$ cat src/rtl/seg_pkg.sv
// Shared constants and the hex glyph table for the multiplexed 7-segment driver.
package seg_pkg;

  // All segments dark, decimal point included (pins are active-low).
  localparam logic [7:0] SEG_OFF = 8'hFF;

  // Number of brightness steps each digit slot is divided into.
  localparam int PWM_STEPS = 8;

  // Active-low glyph for one hex nibble; bit 0 = segment a ... bit 6 = segment g.
  function automatic logic [6:0] hex_to_seg(input logic [3:0] nibble);
    logic [6:0] glyph;
    unique case (nibble)
      4'h0: glyph = 7'h40;
      4'h1: glyph = 7'h79;
      4'h2: glyph = 7'h24;
      4'h3: glyph = 7'h30;
      4'h4: glyph = 7'h19;
      4'h5: glyph = 7'h12;
      4'h6: glyph = 7'h02;
      4'h7: glyph = 7'h78;
      4'h8: glyph = 7'h00;
      4'h9: glyph = 7'h10;
      4'hA: glyph = 7'h08;
      4'hB: glyph = 7'h03;
      4'hC: glyph = 7'h46;
      4'hD: glyph = 7'h21;
      4'hE: glyph = 7'h06;
      4'hF: glyph = 7'h0E;
    endcase
    return glyph;
  endfunction

endpackage

$ cat src/rtl/seg_hex_decoder.sv
// Combinational nibble + decimal point to active-low SEG[7:0].
module seg_hex_decoder (
  input  logic [3:0] nibble,
  input  logic       dp,
  output logic [7:0] seg
);
  import seg_pkg::*;

  assign seg = {~dp, hex_to_seg(nibble)};

endmodule

$ cat src/rtl/seg_scan_ctrl.sv
// Multiplexed N-digit 7-segment driver: frame-synchronous loading, per-digit
// blank/blink/dp, leading-zero suppression and PWM brightness. SEG/AN active-low.
module seg_scan_ctrl #(
  parameter int N_DIGITS        = 4,
  parameter int TICKS_PER_DIGIT = 100000,
  parameter int BLINK_FRAMES    = 128
) (
  input  logic                  clk,
  input  logic                  rst,
  input  logic [4*N_DIGITS-1:0] digits_in,
  input  logic [N_DIGITS-1:0]   dp_in,
  input  logic [N_DIGITS-1:0]   blank_in,
  input  logic [N_DIGITS-1:0]   blink_in,
  input  logic                  lz_en,
  input  logic [2:0]            bright,
  input  logic                  load,
  output logic                  pending,
  output logic                  frame_tick,
  output logic [7:0]            SEG,
  output logic [N_DIGITS-1:0]   AN
);
  import seg_pkg::*;

  localparam int PW    = (TICKS_PER_DIGIT > 1) ? $clog2(TICKS_PER_DIGIT) : 1;
  localparam int IW    = $clog2(N_DIGITS);
  localparam int BW    = (BLINK_FRAMES > 1) ? $clog2(BLINK_FRAMES) : 1;
  localparam int SLICE = TICKS_PER_DIGIT / PWM_STEPS;

  localparam logic [PW-1:0] P_LAST     = PW'(TICKS_PER_DIGIT - 1);
  localparam logic [IW-1:0] IDX_LAST   = IW'(N_DIGITS - 1);
  localparam logic [BW-1:0] BLINK_LAST = BW'(BLINK_FRAMES - 1);

  // One complete display configuration; held both as staging and as active copy.
  typedef struct packed {
    logic [4*N_DIGITS-1:0] dig;
    logic [N_DIGITS-1:0]   dp;
    logic [N_DIGITS-1:0]   blank;
    logic [N_DIGITS-1:0]   blink;
    logic                  lz;
    logic [2:0]            bright;
  } cfg_t;

  localparam cfg_t CFG_RST = '{dig: '0, dp: '0, blank: '1, blink: '0, lz: 1'b0, bright: 3'd7};

  logic [PW-1:0]       p_q, p_d;
  logic [IW-1:0]       idx_q, idx_d;
  logic [BW-1:0]       blink_cnt_q, blink_cnt_d;
  logic                blink_on_q, blink_on_d;
  logic                pending_q, pending_d;
  cfg_t                stage_q, stage_d;
  cfg_t                act_q, act_d;
  cfg_t                cfg_in;
  logic [7:0]          seg_q, seg_d;
  logic [N_DIGITS-1:0] an_q, an_d;

  logic                frame_wrap;
  logic [N_DIGITS-1:0] lz_mask;
  logic                zero_run;
  logic [3:0]          cur_nib;
  logic [7:0]          dec_seg;
  logic                pwm_on;
  logic                dark;

  assign frame_wrap = rst && (p_q == P_LAST) && (idx_q == IDX_LAST);
  assign cfg_in     = '{dig: digits_in, dp: dp_in, blank: blank_in, blink: blink_in,
                        lz: lz_en, bright: bright};

  // Prescaler, digit index and blink phase advance.
  always_comb begin
    p_d         = p_q + PW'(1);
    idx_d       = idx_q;
    blink_cnt_d = blink_cnt_q;
    blink_on_d  = blink_on_q;
    if (p_q == P_LAST) begin
      p_d   = '0;
      idx_d = (idx_q == IDX_LAST) ? '0 : idx_q + IW'(1);
    end
    if (frame_wrap) begin
      if (blink_cnt_q == BLINK_LAST) begin
        blink_cnt_d = '0;
        blink_on_d  = ~blink_on_q;
      end else begin
        blink_cnt_d = blink_cnt_q + BW'(1);
      end
    end
  end

  // Staging/active handshake: new values only reach the display on a frame boundary.
  always_comb begin
    stage_d   = stage_q;
    act_d     = act_q;
    pending_d = pending_q;
    if (load) stage_d = cfg_in;
    if (frame_wrap) begin
      pending_d = 1'b0;
      if (load)           act_d = cfg_in;
      else if (pending_q) act_d = stage_q;
    end else if (load) begin
      pending_d = 1'b1;
    end
  end

  // Leading-zero mask: digit i is suppressed when it and every digit above it are zero.
  always_comb begin
    zero_run = 1'b1;
    lz_mask  = '0;
    for (int i = N_DIGITS - 1; i >= 1; i--) begin
      zero_run   = zero_run && (act_q.dig[4*i +: 4] == 4'h0);
      lz_mask[i] = act_q.lz && zero_run;
    end
  end

  assign cur_nib = act_q.dig[{idx_q, 2'b00} +: 4];

  seg_hex_decoder u_dec (
    .nibble (cur_nib),
    .dp     (act_q.dp[idx_q]),
    .seg    (dec_seg)
  );

  // Pin values for the current slot; the last tick of every slot is forced dark
  // so the pins are blank in the cycle where the index moves on.
  always_comb begin
    pwm_on = (32'(p_q) < (({29'd0, act_q.bright} + 32'd1) * 32'(SLICE))) && (p_q != P_LAST);
    dark   = act_q.blank[idx_q] | (act_q.blink[idx_q] & ~blink_on_q) | lz_mask[idx_q];
    an_d   = '1;
    seg_d  = SEG_OFF;
    if (!dark && pwm_on) begin
      an_d[idx_q] = 1'b0;
      seg_d       = dec_seg;
    end
  end

  // State registers with synchronous active-low reset.
  always_ff @(posedge clk) begin
    if (!rst) begin
      p_q         <= '0;
      idx_q       <= '0;
      blink_cnt_q <= '0;
      blink_on_q  <= 1'b1;
      pending_q   <= 1'b0;
      stage_q     <= CFG_RST;
      act_q       <= CFG_RST;
      seg_q       <= SEG_OFF;
      an_q        <= '1;
    end else begin
      p_q         <= p_d;
      idx_q       <= idx_d;
      blink_cnt_q <= blink_cnt_d;
      blink_on_q  <= blink_on_d;
      pending_q   <= pending_d;
      stage_q     <= stage_d;
      act_q       <= act_d;
      seg_q       <= seg_d;
      an_q        <= an_d;
    end
  end

  assign pending    = pending_q;
  assign frame_tick = frame_wrap;
  assign SEG        = seg_q;
  assign AN         = an_q;

endmodule

$ cat config.mk
export PLATFORM = sky130hd
export DESIGN_NAME = seg_scan_ctrl
export DESIGN_NICKNAME = d
export VERILOG_FILES = /design/src/rtl/seg_pkg.sv /design/src/rtl/seg_hex_decoder.sv /design/src/rtl/seg_scan_ctrl.sv
export SDC_FILE = /design/constraint.sdc
export NUM_CORES = 1
export LEC_CHECK = 0
export CELL_PAD_IN_SITES_DETAIL_PLACEMENT = 2
export CELL_PAD_IN_SITES_GLOBAL_PLACEMENT = 2
export CORE_MARGIN = 4
export CORE_UTILIZATION = 41
export CTS_BUF_LIST = sky130_fd_sc_hd__clkbuf_2
export DETAILED_ROUTE_END_ITERATION = 12
export PLACE_DENSITY_LB_ADDON = 0.25
export SLEW_MARGIN = 25
export SYNTH_ARGS = -nofsm -noshare
export SYNTH_HDL_FRONTEND = slang
export SYNTH_SLANG_ARGS = --single-unit
$ cat constraint.sdc
create_clock -name clk -period 8.1 [get_ports clk]
set_input_delay 0.81 -clock clk [delete_from_list [all_inputs] [get_ports clk]]
set_output_delay 0.81 -clock clk [all_outputs]
set_load 0.02 [all_outputs]
# == Yosys cells after proc, flatten, opt, wreduce, memory -nomap -nowiden ==
# Memory sizes are Yosys's and may differ from the RTL's. A register that Yosys moved wholly into a read port is not among the register bits.
# Cells that the tools add are included.
# totals
regBits,104
romBits,112
input_bits,35
word_cells,75
memories,1
# classes
add_sub_neg,4
multipliers,1
order_cmp,3
eq_ne,4
shifts,1
mux,14
bitwise_logic,7
n_reduce_logical,21
# memory_table
name,words,width,rd,rd_clocked_by_memory_dff,write_ports,line_no,text
(name not given),16,7,1,1,0,seg_pkg.sv:13,unique case (nibble)
# op_table
operator,n
two-way mux 32 bit,2
less-than comparator 17 x 18 -> 1 bit,1
"adder 17 x 1 -> 17 bit, second input constant",1
"== test 17 bit, second input constant",1
"inequality test 17 bit, second input constant",1
"multiplier 4 x 12 -> 16 bit, second input constant",1
indexed part select 16 x 5 -> 4 bit,1
logical NOT 4 bit,3
logical AND 1 bit,10
binary-select mux 1 bit (select 2 bit),4
"adder 7 x 1 -> 7 bit, second input constant",1
"== test 7 bit, second input constant",1
two-way mux 7 bit,1
AND reduction 2 bit,3
two-way mux 1 bit,5
"adder 3 x 1 -> 4 bit, second input constant",1
inverter 4 bit,1
OR reduction 2 bit,2
"less-than comparator 2 x 3 -> 1 bit, second input constant",1
inverter 1 bit,3
"adder 2 x 1 -> 2 bit, second input constant",1
demux 1 bit (select 2 bit),1
"== test 2 bit, second input constant",1
">= comparator 2 x 1 -> 1 bit, second input constant",1
5 further kinds,7

# == Logic depth before layout (Yosys ltp) ==
# logic_depth
depth_word,11
ltp_mapped,19

# == Modules after synthesis ==
# A second synthesis with hierarchy kept.
# unflattened
hier_cells,563
hier_area_um2,5363.9
# modules_own_cells
mod,instances,cells_each,area_each_um2,seq_area_each_um2
seg_scan_ctrl,1,527,5093.6,2082.0
seg_hex_decoder,1,36,270.3,0.0

# == Worst setup path after synthesis ==
# Ideal clock, no wire load.
# synth_path
path_kind,register to register
start,register act_q[0] (netlist name)
end,"register seg_q[0], in the netlist SEG[0]"
setup_ps,137
arrival_ps,3958
slack_ps,4005
path_stages_with_launch,19
n_path_buf,1
period_less_slack_ps,4095
path_cell_list,dfxtp_1 > inv_1 > ha_1 > ha_1 > xnor2_1 > ha_1 > a21o_1 > ha_1 > a211oi_1 > o21ai_0 > a21o_1 > a31oi_1 > xor2_1 > ha_1 > a21o_1 > a21o_1 > a221oi_1 > buf_2 > nand3_1
# synth_via
elab_chain_len,7
# synth_lines
item,line_no,text
start: declaration,seg_scan_ctrl.sv:51,"cfg_t act_q, act_d;"
start signal: assignment,seg_scan_ctrl.sv:153,act_q <= act_d;
adder 3 x 1 -> 4 bit,seg_scan_ctrl.sv:124,"pwm_on = (32'(p_q) < (({29'd0, act_q.bright} + 32'd1) * 32'(SLICE))) && (p_q != P_LAST);"
multiplier 4 x 12 -> 16 bit,seg_scan_ctrl.sv:124,
less-than comparator 17 x 18 -> 1 bit,seg_scan_ctrl.sv:124,
logical AND 1 bit,seg_scan_ctrl.sv:124,
logical AND 1 bit,seg_scan_ctrl.sv:128,if (!dark && pwm_on) begin
AND reduction 2 bit (no source line),-,
logical NOT 1 bit (no source line),-,
end: declaration,seg_scan_ctrl.sv:53,"logic [7:0] seg_q, seg_d;"
# No other way between the ends.
# A chain may end at the register's enable or synchronous reset.

# == Worst setup path after layout ==
# layout_path
start,register act_q[0] (netlist name)
end,"register seg_q[1], in the netlist SEG[1]"
# The elaborated chain is that of the path after synthesis.

==> results.cfg <==
[outcome]
status = finished clean

[worst_setup_path]
reg2reg_depth = 19
critPathSlowestCell = dfxtp_1
cp_common_cell = ha_1
r2r_slack_ns = 3.41
cp_top_family = compound AO/OA/AOI/OAI gates
worstSetupEndpointType = register
path_class = register to register
r2r_start = act_q[0]
critPathRequiredTime_ns = 8.64
crit_buf_inv = 2
rr_endpoint = SEG[1]
critPathMaxStageDelay_ns = 0.59
startpoint = act_q[0]
crit_fanout = 12
worstPathCellList = inv_1 > ha_1 > ha_1 > xnor2_1 > ha_1 > a21o_1 > ha_1 > a211oi_1 > o21ai_0 > a21o_1 > a21oi_1 > xnor2_1 > ha_1 > and4_1 > a21oi_1 > a21boi_0 > o21ai_0 > buf_4 > nand3_1
arrival_ns = 5.23
start_kind = register

[sta]
tns_ns = 0
worst_slew_pin_slew_ns = 0.997
post-route-min-period_ns = 4.69
hold_slack_ns = 0.466
worst_slew_margin_rel = 0.335
finalMaxSlewViolations = 0
skew_ns = 0.0362
period_share = 0.580
finalHoldViolCount = 0
fin_ws_ns = 3.41
fmax_mhz = 213
rsz0062_at_grt = no
setup_viol = 0

[min_path]
hold_end = p_q[0]
min_path_cells = 1
min_path_type = register to register
min-delay-start = p_q[0]

[floorplanning]
std_cell_rows = 41
coreArea_um2 = 12800
die-area_um2 = 15100
die_h_um = 123
die_w_um = 123
ios = 49
start_util = 0.422

[route]
drt-pass1-iter-count = 4
drc_errors = 0
vias_per_cell = 5.47
wl_um = 15200
drt_iter0_drc = 137
postRouteAntennaNets = 0
routed-via-count = 4207
wl_per_cell_um = 19.7

[global_route]
antenna_found_initial = 0
grt_use_total = 0.209
grt_pass1_vias = 4737
grt_pass1_wl_um = 24600
grt-ovfl-total = 0
grt_max_degree = 39

[synth]
synth_cells = 554
syn-num-nets = 633
synthTopCellsByArea = dfxtp_1 39%, ha_1 10%, mux2i_1 7.2%
yosysWarnings = 0
synth_top_area_cell = dfxtp_1
yosysMostFrequentCell = dfxtp_1
synth_top_area_frac = 0.386
async_flop_share = 0
synthTopCellsByCount = 104 x dfxtp_1, 62 x nor2_1, 44 x ha_1
synth.cell_area_um2 = 5390
synth.distinct_cells = 52
synth_edf_count = 0
ys.flop_type = dfxtp_1
syn-mean-instance-area_um2 = 9.74
yosysSeqAreaShare = 0.386
ys_ff_latch = 104

[finish]
antenna_cells = 0
final_core_util = 0.480
fin_cells = 769
syn2layout_area_growth_pct = 13.6
drive_gt1_frac = 0.102
nNetsFinal = 672

[cts]
tritoncts = done
root_buffer = clkbuf_2
cts.sinks = 104
clock_path_buffers = 2
post_cts_buffers = 0
cts_resized = 0
clock_latency_ns = 0.64
numCtsBuffers = 9
clk_pin_slew_ns = 0.30
holdBufCountCts = 0
htreeDepth = 3

[power_and_ir_drop]
powerDensity_nw_per_um2 = 138
clkPwrFrac = 0.310
ir_drop_mv = 0.0680
switchingPower_uw = 220
p_seq_frac = 0.625
switching_share = 0.260
power_frac_comb = 0.065
p_int_uw = 627
p_leak_uw = 0.00254

[place]
io_buffers = 48
dp_cells = 754
dp_hpwl_um = 11300
place_ws_ns = 3.46
gp_congestion = 0.775

[run]
drv_cap = 0
[layout by cell type (no fill, tap or decap), types with 11 or more instances in the layout]
cell type / n
a21oi_1: 22
and2_1: 26
clkdlybuf4s50_1: 47
dfxtp_1: 104
ha_1: 44
inv_1: 22
mux2_4: 23
mux2i_1: 39
nand2_1: 20
nand3_1: 26
nor2_1: 62
nor3_1: 11
o21ai_0: 15
xnor2_1: 15
xor2_1: 13
[stage by stage]
step                      cell area (um2)  power [uW]
final                                6130         847
after global routing                 6130         883
after CTS                            6130         856
after detailed placement             6000         593
after global placement               6000         589
after floorplan                      5390         564
[cells by family (layout without fill, tap and decap cells)]
family,Yosys count,in the layout,synth area share
fa+ha+maj,44,44,0.102
simple gates,189,189,0.179
flops,104,104,0.386
mux,72,72,0.168
xor+xnor,28,28,0.0455
buf+inv,49,92,0.0404
compound gates,68,68,0.0796
[state kept, by name, summed over array words and instances (netlist names)]
signal,count
act_q,32
stage_q,32
p_q,17
SEG,8
blink_cnt_q,7
AN,4
idx_q,2
blink_on_q,1
pending,1
[layout make-up]
type	instances	area [um2]
repair buffers	55	528
clock inverters	6	80.1
fillers	1349	6650
well taps	172	215
multi-input cells	401	3090
inverters	22	82.6
clock buffers	9	45.0
flip-flops and latches	104	2080
[per-layer routing]
| layer | vias up | wire length, um | GRT usage |
|---|---|---|---|
| li1 | 2020 | - | - |
| met1 | 2113 | 6330 | 0.239 |
| met2 | 52 | 8150 | 0.391 |
| met3 | 22 | 405 | 0.0313 |
| met4 | 0 | 294 | 0.0784 |
| met5 | - | 0 | 0 |
[power by group through the flow]
stage                     sequential (uW)  clock, uW  combinational (uW)
after floorplan                       537          0                27.6
after global placement                537          0                52.1
after detailed placement              538          0                55.4
after CTS                             529        270                56.0
after global routing                  531        292                60.4
final                                 529        263                54.7
[worst max path at each step]
| stage | depth (start not counted) | endpoint | slack (ns) |
|---|---|---|---|
| 2_1_floorplan | 18 | SEG[0] | 4.00 |
| 3_3_place_gp | 18 | SEG[6] | 3.79 |
| 3_5_place_dp | 19 | AN[0] | 3.46 |
| 4_1_cts | 19 | AN[0] | 3.41 |
| 5_1_grt | 19 | SEG[5] | 3.11 |
| 6_report | 19 | SEG[1] | 3.41 |
Power figures use the tool's default switching activity.
